<file path="src/rtl/rob_phase_pkg.sv">
// Shared marker encodings, phase indices and event payload for the ROB phase tracker.
package rob_phase_pkg;

  localparam int unsigned NUM_PHASES = 7;
  localparam int unsigned NUM_CODES  = 14;
  localparam int unsigned EV_TS_W    = 64;
  localparam int unsigned EV_LANE_W  = 8;

  // Markers are "slti x0, x0, imm" with imm = code in bits [23:20].
  localparam logic [31:0] MARKER_MASK       = 32'hFF0F_FFFF;
  localparam logic [31:0] MARKER_BASE       = 32'h0000_2013;
  localparam logic [31:0] INFO_VCTM_START   = 32'h0000_2013;
  localparam logic [31:0] INFO_VCTM_END     = 32'h0010_2013;
  localparam logic [31:0] INFO_DELAY_START  = 32'h0020_2013;
  localparam logic [31:0] INFO_DELAY_END    = 32'h0030_2013;
  localparam logic [31:0] INFO_TEXE_START   = 32'h0040_2013;
  localparam logic [31:0] INFO_TEXE_END     = 32'h0050_2013;
  localparam logic [31:0] INFO_LEAK_START   = 32'h0060_2013;
  localparam logic [31:0] INFO_LEAK_END     = 32'h0070_2013;
  localparam logic [31:0] INFO_INIT_START   = 32'h0080_2013;
  localparam logic [31:0] INFO_INIT_END     = 32'h0090_2013;
  localparam logic [31:0] INFO_BIM_START    = 32'h00A0_2013;
  localparam logic [31:0] INFO_BIM_END      = 32'h00B0_2013;
  localparam logic [31:0] INFO_TRAIN_START  = 32'h00C0_2013;
  localparam logic [31:0] INFO_TRAIN_END    = 32'h00D0_2013;

  typedef enum logic [2:0] {
    PH_VCTM  = 3'd0,
    PH_DELAY = 3'd1,
    PH_TEXE  = 3'd2,
    PH_LEAK  = 3'd3,
    PH_INIT  = 3'd4,
    PH_BIM   = 3'd5,
    PH_TRAIN = 3'd6
  } phase_e;

  // Widest supported fields; the top truncates to its own TS_W / lane width.
  typedef struct packed {
    logic [EV_TS_W-1:0]   ts;
    logic [3:0]           code;
    logic [EV_LANE_W-1:0] lane;
  } rob_event_t;

  function automatic logic marker_match(input logic [31:0] inst);
    return ((inst & MARKER_MASK) == MARKER_BASE) && (inst[23:20] < 4'(NUM_CODES));
  endfunction

endpackage

</file>
<file path="src/rtl/rob_event_fifo.sv">
// Circular event buffer: up to NPUSH in-order pushes and one pop per cycle.
module rob_event_fifo #(
  parameter type         T     = logic,
  parameter int unsigned DEPTH = 8,
  parameter int unsigned NPUSH = 2,
  localparam int unsigned PTR_W  = (DEPTH > 1) ? $clog2(DEPTH) : 1,
  localparam int unsigned CNT_W  = $clog2(DEPTH + 1),
  localparam int unsigned NACC_W = $clog2(NPUSH + 1)
) (
  input  logic              clock,
  input  logic              reset,
  input  logic [NPUSH-1:0]  push_valid_i,
  input  T                  push_data_i [NPUSH],
  input  logic              pop_i,
  output logic              valid_o,
  output T                  head_o,
  output logic [NACC_W-1:0] accepted_c_o
);

  T                  mem_q [DEPTH];
  logic [PTR_W-1:0]  rd_q, wr_q;
  logic [CNT_W-1:0]  count_q;
  logic [CNT_W-1:0]  space;
  logic [NACC_W-1:0] acc;
  logic [NPUSH-1:0]  take;
  logic [PTR_W-1:0]  slot [NPUSH];
  logic              pop;

  assign valid_o = (count_q != '0);
  assign head_o  = mem_q[rd_q];
  assign pop     = pop_i && valid_o;

  // Accept valid pushes oldest-first while space remains; a same-cycle pop frees one slot.
  always_comb begin
    space = CNT_W'(DEPTH) - count_q + CNT_W'(pop);
    acc   = '0;
    take  = '0;
    for (int i = 0; i < NPUSH; i++) begin
      slot[i] = wr_q + PTR_W'(acc);
      if (push_valid_i[i] && (CNT_W'(acc) < space)) begin
        take[i] = 1'b1;
        acc     = acc + NACC_W'(1);
      end
    end
  end

  assign accepted_c_o = acc;

  always_ff @(posedge clock) begin
    for (int i = 0; i < NPUSH; i++) begin
      if (take[i]) mem_q[slot[i]] <= push_data_i[i];
    end
  end

  always_ff @(posedge clock) begin
    if (!reset) begin
      rd_q    <= '0;
      wr_q    <= '0;
      count_q <= '0;
    end else begin
      wr_q    <= wr_q + PTR_W'(acc);
      rd_q    <= rd_q + PTR_W'(pop);
      count_q <= count_q + CNT_W'(acc) - CNT_W'(pop);
    end
  end

endmodule

</file>
<file path="src/rtl/rob_phase_tracker.sv">
// Decodes fuzzer marker retirements, tracks per-phase open state, cycle and taint
// counters, and queues timestamped marker events for the logger.
module rob_phase_tracker
  import rob_phase_pkg::*;
#(
  parameter int unsigned NCOMMIT   = 2,
  parameter int unsigned TAINT_W   = 32,
  parameter int unsigned ACC_W     = 48,
  parameter int unsigned CNT_W     = 32,
  parameter int unsigned TS_W      = 40,
  parameter int unsigned DEPTH     = 8,
  parameter logic [13:0] STOP_MASK = 14'h0082,
  localparam int unsigned LANE_W   = (NCOMMIT > 1) ? $clog2(NCOMMIT) : 1
) (
  input  logic                        clock,
  input  logic                        reset,
  input  logic [NCOMMIT-1:0]          commit_valid,
  input  logic [32*NCOMMIT-1:0]       commit_inst,
  input  logic [TAINT_W-1:0]          taint_sum,
  output logic                        ev_valid,
  input  logic                        ev_ready,
  output logic [TS_W-1:0]             ev_ts,
  output logic [3:0]                  ev_code,
  output logic [LANE_W-1:0]           ev_lane,
  output logic [NUM_PHASES-1:0]       phase_open,
  output logic [NUM_PHASES*CNT_W-1:0] phase_cycles,
  output logic [NUM_PHASES*ACC_W-1:0] phase_taint,
  output logic [15:0]                 ev_dropped,
  output logic                        proto_err,
  output logic                        finish_req
);

  localparam int unsigned NACC_W = $clog2(NCOMMIT + 1);
  localparam int unsigned AW1    = ACC_W + 1;
  localparam logic [15:0] STOP_VEC = 16'(STOP_MASK);

  logic [TS_W-1:0]       ts_q;
  logic [NCOMMIT-1:0]    hit;
  logic [3:0]            code [NCOMMIT];
  rob_event_t            push_data [NCOMMIT];
  rob_event_t            head;
  logic [NACC_W-1:0]     n_hits, n_acc;
  logic                  stop_hit;
  logic [16:0]           drop_sum;
  logic [NUM_PHASES-1:0] open_d, err_vec;

  // Per-lane marker decode and event payload.
  always_comb begin
    n_hits   = '0;
    stop_hit = 1'b0;
    for (int l = 0; l < NCOMMIT; l++) begin
      hit[l]       = commit_valid[l] && marker_match(commit_inst[32*l +: 32]);
      code[l]      = commit_inst[32*l+20 +: 4];
      push_data[l] = '{ts: EV_TS_W'(ts_q), code: code[l], lane: EV_LANE_W'(l)};
      n_hits       = n_hits + NACC_W'(hit[l]);
      if (hit[l] && STOP_VEC[code[l]]) stop_hit = 1'b1;
    end
  end

  rob_event_fifo #(
    .T     (rob_event_t),
    .DEPTH (DEPTH),
    .NPUSH (NCOMMIT)
  ) u_fifo (
    .clock        (clock),
    .reset        (reset),
    .push_valid_i (hit),
    .push_data_i  (push_data),
    .pop_i        (ev_valid && ev_ready),
    .valid_o      (ev_valid),
    .head_o       (head),
    .accepted_c_o (n_acc)
  );

  assign ev_ts   = ev_valid ? TS_W'(head.ts)     : '0;
  assign ev_code = ev_valid ? head.code          : '0;
  assign ev_lane = ev_valid ? LANE_W'(head.lane) : '0;

  for (genvar p = 0; p < NUM_PHASES; p++) begin : g_phase
    logic             open_run, err_run;
    logic [CNT_W-1:0] cyc_q;
    logic [ACC_W-1:0] taint_q;
    logic [AW1-1:0]   taint_nxt;

    // Walk lanes oldest-first against the running open bit for this phase.
    always_comb begin
      open_run = phase_open[p];
      err_run  = 1'b0;
      for (int l = 0; l < NCOMMIT; l++) begin
        if (hit[l] && (phase_e'(code[l][3:1]) == phase_e'(p))) begin
          if (!code[l][0]) begin
            if (open_run) err_run = 1'b1;
            open_run = 1'b1;
          end else begin
            if (!open_run) err_run = 1'b1;
            open_run = 1'b0;
          end
        end
      end
    end

    assign open_d[p]  = open_run;
    assign err_vec[p] = err_run;
    assign taint_nxt  = {1'b0, taint_q} + AW1'(taint_sum);

    always_ff @(posedge clock) begin
      if (!reset) begin
        cyc_q   <= '0;
        taint_q <= '0;
      end else if (phase_open[p]) begin
        if (cyc_q != '1) cyc_q <= cyc_q + CNT_W'(1);
        taint_q <= taint_nxt[ACC_W] ? '1 : taint_nxt[ACC_W-1:0];
      end
    end

    assign phase_cycles[p*CNT_W +: CNT_W] = cyc_q;
    assign phase_taint[p*ACC_W +: ACC_W]  = taint_q;
  end

  assign drop_sum = 17'(ev_dropped) + 17'(n_hits - n_acc);

  always_ff @(posedge clock) begin
    if (!reset) begin
      ts_q       <= '0;
      phase_open <= '0;
      proto_err  <= 1'b0;
      finish_req <= 1'b0;
      ev_dropped <= '0;
    end else begin
      ts_q       <= ts_q + TS_W'(1);
      phase_open <= open_d;
      proto_err  <= proto_err | (|err_vec);
      finish_req <= finish_req | stop_hit;
      ev_dropped <= drop_sum[16] ? 16'hFFFF : drop_sum[15:0];
    end
  end

endmodule

</file>
<file path="config.mk">
export PLATFORM = sky130hd
export DESIGN_NAME = rob_phase_tracker
export DESIGN_NICKNAME = d
export VERILOG_FILES = /design/src/rtl/rob_phase_pkg.sv /design/src/rtl/rob_event_fifo.sv /design/src/rtl/rob_phase_tracker.sv
export SDC_FILE = /design/constraint.sdc
export NUM_CORES = 2
export LEC_CHECK = 0
export ABC_AREA = 0
export CAP_MARGIN = 25
export CORE_UTILIZATION = 50
export DETAILED_ROUTE_END_ITERATION = 8
export PLACE_DENSITY = 0.8
export SETUP_SLACK_MARGIN = 0.2
export SYNTH_ARGS = -nofsm -noshare
export SYNTH_HDL_FRONTEND = slang
export SYNTH_SLANG_ARGS = --single-unit
</file>
<file path="constraint.sdc">
create_clock -name clock -period 8.77 [get_ports clock]
set_input_delay 0.877 -clock clock [delete_from_list [all_inputs] [get_ports clock]]
set_output_delay 0.877 -clock clock [all_outputs]
set_load 0.005 [all_outputs]
</file>
Word level (Yosys, flattened, before mapping):

Memories as Yosys holds them, arrays and structs flattened. A register that Yosys moved wholly into a read port is not among the register bits.
Cells that the tools add are included.
Widths: inputs -> output; s select.

* equal/unequal tests: 21
* add/subtract/negate cells: 26
* reductions and logical operators: 35
* muxes and demuxes: 96
* bitwise gates (word level): 2
* $lt $le $gt $ge: 6

Operators by type and width (count)
* $add 48x32->49: 7
* $mux 48: 7
* $add 32x1->32 const B: 7
* $ne 32x32->1 const B: 7
* $mux 1: 84
* $eq 28x14->1 const B: 2
* $add 40x1->40 const B: 1
* $mux 40: 1
* $logic_and 1x1->1: 24
* $eq 3x3->1 const B: 6
* $add 16x17->17: 1
* $mux 16: 1
* $reduce_and 2->1: 7
* $eq 3x2->1 const B: 4
* $lt 4x5->1 const B: 2
* $lt 4x4->1 const B: 2
* $reduce_or 7->1: 1
* $add 3x1->3: 2
* $eq 3x1->1 const B: 2
* $logic_not 3->1: 2
* $add 4x1->4: 1
* $add 4x2->4: 1
* $lt 1x4->1: 1
* $lt 1x4->1 const A: 1
* other kinds (11): 12

* logic and storage cells: 211
* input port bits: 101
* memories: 3
* memory bits (writable): 360
* flip-flop bits (word level): 635
* bits in read-only memories: 32
* output and inout bits: 631

Memories
* u_fifo.mem_q: words 8, width 45, rd ports 1, clocked after Yosys merged registers in 1, wr ports 2, line rob_event_fifo.sv:20 `T mem_q [DEPTH];`
* (name not given): words 16, width 1, rd ports 1, clocked after Yosys merged registers in 0, wr ports 0, line rob_phase_tracker.sv:56 `if (hit[l] && STOP_VEC[code[l]]) stop_hit = 1'b1;`
* (name not given): words 16, width 1, rd ports 1, clocked after Yosys merged registers in 0, wr ports 0, line rob_phase_tracker.sv:56

Depth between registers and ports, before layout:

* depth in word-level cells: 13
* mapped depth: 30
* gate-level depth less buffers: 28

By module:

Synthesis repeated with hierarchy kept, for this count alone.

* cell total of the unflattened synthesis: 6227
* area, all modules: 69434.1 um^2

By module, submodules not included
* rob_phase_tracker: instances 1, seq. area each 12512.0 um^2, area an instance 37803.8 um^2, cells an instance 4580
* rob_event_fifo: instances 1, seq. area each 18457.7 um^2, area an instance 31630.3 um^2, cells an instance 1647

Worst setup path after synthesis:

Ideal clock, no wire load.

* path type: register -> register
* start point: reg u_fifo.count_q[2]
* end point: reg ev_dropped[10]
* stages on the path, launching flop included: 31
* path buffers: 2
* data required time: 8.712 ns
* data arrival time: 6.088 ns
* period minus slack after synthesis: 6.147 ns
* library setup time: 0.058 ns
* setup slack: 2.623 ns
* cells stage by stage: dfxtp_1 inv_1 ha_1 and3_1 clkbuf_1 inv_1 nand2_1 ha_1 inv_1 ha_1 or3_1 a21oi_1 a21boi_2 nor2_1 ha_1 xnor2_1 ha_1 fa_1 inv_1 ha_1 nor2b_1 o21a_1 o21ai_0 a21oi_1 a41oi_1 a21oi_1 a31o_2 a31oi_1 xnor2_1 clkbuf_1 o21a_1

* cells in the longest elaborated chain, start to end: 13
* elaborated cells on any way between the ends: 15
* classes of those cells: add/sub: 5; order compare: 2; mux: 3; reduce/logical: 5

RTL lines
* start, declared: line rob_event_fifo.sv:22 `logic [CNT_W-1:0] count_q;`
* start signal, assigned: line rob_event_fifo.sv:63 `count_q <= count_q + CNT_W'(acc) - CNT_W'(pop);`
* $reduce_bool 4->1 (*): line rob_event_fifo.sv:29 `assign valid_o = (count_q != '0);`
* via ev_valid: line rob_phase_tracker.sv:20 `output logic ev_valid,`
* $logic_and 1x1->1: line rob_phase_tracker.sv:69 `.pop_i (ev_valid && ev_ready),`
* $logic_and 1x1->1 (*): line rob_event_fifo.sv:31 `assign pop = pop_i && valid_o;`
* $add 4x1->4 (*): line rob_event_fifo.sv:35 `space = CNT_W'(DEPTH) - count_q + CNT_W'(pop);`
* $lt 1x4->1: line rob_event_fifo.sv:40 `if (push_valid_i[i] && (CNT_W'(acc) < space)) begin`
* $logic_and 1x1->1: line rob_event_fifo.sv:40
* $mux 1: line rob_event_fifo.sv:40
* $lt 1x4->1: line rob_event_fifo.sv:40
* $logic_and 1x1->1: line rob_event_fifo.sv:40
* $mux 2 (*): line rob_event_fifo.sv:40
* $sub 2x2->3 (*): line rob_phase_tracker.sv:120 `assign drop_sum = 17'(ev_dropped) + 17'(n_hits - n_acc);`
* $add 16x17->17 (*): line rob_phase_tracker.sv:120
* $mux 16 (*): line rob_phase_tracker.sv:134 `ev_dropped <= drop_sum[16] ? 16'hFFFF : drop_sum[15:0];`
* end signal, assigned: line rob_phase_tracker.sv:134
* end, declared: line rob_phase_tracker.sv:28 `output logic [15:0] ev_dropped,`

The timed path passes the listed nets; every way through them passes the cells marked *.
A chain may end at the register's enable or synchronous reset.

Worst setup path in the final report:

* start point: reg u_fifo.count_q[2]
* end point: reg ev_dropped[3]

* cells in the longest elaborated chain, start to end: 13
* elaborated cells on any way between the ends: 15
* classes of those cells: add/sub: 5; order compare: 2; mux: 3; reduce/logical: 5

RTL lines (line)
* parallel branches: the longest is 3 deep, another holds $sub 4x4->4
* $add 4x1->4 (*): rob_event_fifo.sv:35
* $lt 1x4->1: rob_event_fifo.sv:40
* $logic_and 1x1->1: rob_event_fifo.sv:40
* $mux 1: rob_event_fifo.sv:40
* $lt 1x4->1: rob_event_fifo.sv:40
* $logic_and 1x1->1: rob_event_fifo.sv:40
* $mux 2 (*): rob_event_fifo.sv:40
* $sub 2x2->3 (*): rob_phase_tracker.sv:120
* $add 16x17->17 (*): rob_phase_tracker.sv:120
* $mux 16 (*): rob_phase_tracker.sv:134

Every way passes the cells marked *.

==> flow_summary.yaml <==
outcome:
  status: "finished clean"
power:
  vdd_ir_drop_max_v: 0.000171
  clkPwrFrac: 0.450
  switching_share: 0.247
  power_frac_comb: 0.094
  leakagePower_uw: 0.0245
  power_density_nw_per_um2: 159
  internal_power_uw: 7990
  p_sw_uw: 2630
  seq_power_share: 0.456
worst_setup_path:
  worstSetupEndpointType: "register"
  cp_common_cell: "ha_1"
  worstPathRequired_ns: 9.43
  critPathKind: "register to register"
  slowest_delay_ns: 0.47
  crit_fanout: 46
  arrival_ns: 8.07
  cp_slowest_cell: "buf_4"
  cp-start-kind: "register"
  crit_buf_inv: 6
  path_delay_family: "compound AO/OA/AOI/OAI gates"
global_route:
  gr-total-overflow: 0
  grt_pass1_wl_um: 270000
  grt_pass1_vias: 45562
  grt_max_degree: 172
  antenna_found_initial: 8
  track_usage: 0.313
yosys:
  ys_types: 112
  ys.flop_type: "dfxtp_1"
  synth_top_family_by_area: "simple AND/OR/NAND/NOR gates"
  yosysWarningCount: 0
  ys_seq_area_frac: 0.430
  synth_enable_flop_cells: 352
  syn_inst: 5754
  synth_async_sr_flop_share: 0
  muxShareOfSynthArea: 0.0506
  syn_area_um2: 54600
  yosys.area_share.simple: 0.189
  syn-num-nets: 6129
  syn_area_per_cell_um2: 9.48
  synth_compound_gate_area_share: 0.166
  synth_fa_ha_area_frac: 0.0643
  ys_seq_elements: 995
  synth_xor_area_frac: 0.0703
sta:
  fin_crit_ns: 7.41
  grt_setup_unrepaired: "no"
  hold_viol_final: 0
  timing.fmax_ghz: 0.135
  relSlewSlack: 0.246
  timing.hold.ws_ns: 0.449
  setup_tns_ns: 0
  slew_violations: 0
  tightest_slew_ns: 1.13
  post-route-period-util: 0.845
  clock_skew_ns: 0.0495
  final-setup-viol-count: 0
route:
  vias: 47290
  final_antenna_net_count: 0
  drt_iter0_markers: 3974
  firstDrtPassIters: 6
  drt-total-wl_um: 179000
  drc_errors: 0
  via_per_inst: 6.02
  post_drt_wl_per_cell_um: 22.7
clocking:
  cts_max_path_buffers: 3
  numCtsBuffers: 108
  post-cts-setup-buffers: 0
  clk_latency_ns: 0.72
  postCtsResizedCells: 0
  htree_num_levels: 3
  root_buffer: "clkbuf_16"
  cts_num_sinks: 995
  cts_tree: "yes"
  cts_hold_buffers: 0
  clk_pin_slew_worst_paths_ns: 0.06
die:
  start_util: 0.507
  ioPinCount: 732
  rows: 120
  die_area_um2: 110000
  dieWidth_um: 332
  fp.dieH_um: 332
  coreArea_um2: 108000
flow_run:
  max_cap_violations: 0
cells_and_area:
  area_growth_pct: 22.5
  drive_gt1_frac: 0.0671
  fin_nets: 6737
  final_core_util: 0.621
placement:
  hpwl_um: 126000
  finalWeightedCongestion: 0.988
  numPortBuffers: 731
min_path:
  hold_path_class: "register to register"
-- worst paths after layout --
check | startpoint | end | slack [ns] | cells after the start
worst min register to register | u_fifo.mem_q[0][0] | u_fifo.mem_q[0][0] | 0.45 | 1
worst max-delay path | u_fifo.count_q[2] | ev_dropped[3] | 1.36 | 30
worst min-delay path | u_fifo.mem_q[0][0] | u_fifo.mem_q[0][0] | 0.45 | 1
worst max register to register | u_fifo.count_q[2] | ev_dropped[3] | 1.36 | 30
-- layout by cell type, fill, tap and decap left out, types with 15 or more instances in the layout --
cell type / n
ha_1: 263
and3_1: 96
clkbuf_8: 25
a21oi_1: 472
mux2i_1: 69
nand3_1: 175
o21a_1: 55
dfxtp_1: 634
nand2_1: 374
nor4_1: 22
nand2b_1: 47
nor3_1: 93
xnor2_1: 185
and4_1: 39
xor2_1: 253
o211a_1: 18
o21bai_1: 40
buf_4: 52
clkdlybuf4s50_1: 730
a211oi_1: 27
o211ai_1: 15
edfxtp_1: 352
nand4_1: 98
and2_1: 139
o21ai_0: 428
nor2_1: 450
a21o_1: 141
clkbuf_1: 22
inv_1: 120
a31oi_1: 107
nor2b_1: 271
mux4_2: 90
clkbuf_16: 109
or3_1: 82
-- state kept, by name, summed over array words and instances (netlist names) --
name             cells
phase_open           7
u_fifo.wr_q          3
g_phase.cyc_q      224
finish_req           1
g_phase.taint_q    336
u_fifo.count_q       4
proto_err            1
u_fifo.rd_q          3
ev_dropped          16
u_fifo.mem_q       360
ts_q                40
-- power by group through the flow --
stage / combinational (uW) / sequential [uW] / clock, uW
5_1_grt: 1080 / 4850 / 5020
2_1_floorplan: 676 / 4860 / 0
3_5_place_dp: 978 / 4950 / 0
4_1_cts: 981 / 4850 / 4840
6_report: 999 / 4840 / 4780
3_3_place_gp: 965 / 4940 / 0
-- cell families after synthesis --
family / count (synthesis)
DFF: 995
and+or+nand+nor: 1987
xor gates and xnor gates: 438
buffers and inverters: 420
muxes: 163
AOI/OAI and AO/OA: 1477
adders and majority gates: 274
-- final cells by class --
cell class                      instances  area (um2)
Multi-Input combinational cell       4339       29500
Fill cell                            8746       40800
Inverter                              131         499
Antenna cell                            2        5.00
Sequential cell                       995       23500
Timing Repair Buffer                  787        7820
Clock inverter                         43         614
Tap cell                             1403        1760
Clock buffer                          157        3150
-- metrics by stage --
stage	total power, uW	std cells	setup WS (ns)	instance area (um2)
global placement	5910	7651	1.46	63000
finish	10600	7857	1.36	66900
floorplan	5540	5754	2.62	54600
CTS	10700	7851	1.38	66700
detailed placement	5920	7651	1.28	63000
global route	11000	7857	0.768	66900
-- metal layers --
metal,up-vias,track usage,part of all wire
li1,22141,-,-
met1,22753,0.384,0.39
met2,1926,0.505,0.46
met3,470,0.0669,0.082
met4,0,0.189,0.067
met5,-,0,0
-- synth_stat cells, types with 8 or more instances --
cell      count  area [um2]
nor3b_1      10        75.1
o21a_1       55         413
a41oi_1      10        87.6
nor2b_1     271        1700
o31ai_1      14         105
nand3b_1      8        60.1
a31oi_1     107         669
a21o_1      141        1060
o211a_1      18         180
o21bai_1     40         300
a311oi_1     14         123
xnor2_1     185        1620
mux4_2       90        2030
mux2i_1      69         691
inv_1       126         473
a21oi_1     472        2360
edfxtp_1    352       10600
a211o_1       9        78.8
o311a_1      10         100
xor2_1      253        2220
nand2b_1     47         294
or3_1        82         513
and3_1       97         607
o22ai_1       9        56.3
o21ai_0     429        2150
or2_2        13        81.3
nand3_1     175         876
nor3_1       93         465
buf_2        21         105
buf_1        14        52.6
nor4_1       22         138
dfxtp_1     643       12900
o211ai_1     15         113
a31o_2       10        87.6
clkbuf_1    243         912
ha_1        263        3290
o31a_1        9        78.8
a211oi_1     27         203
and2_1      139         870
nand2_1     374        1400
and4_1       39         342
nor2_1      457        1720
nand4_1      98         613
fa_1         11         220
No activity file was read; power rests on OpenSTA's default activity.
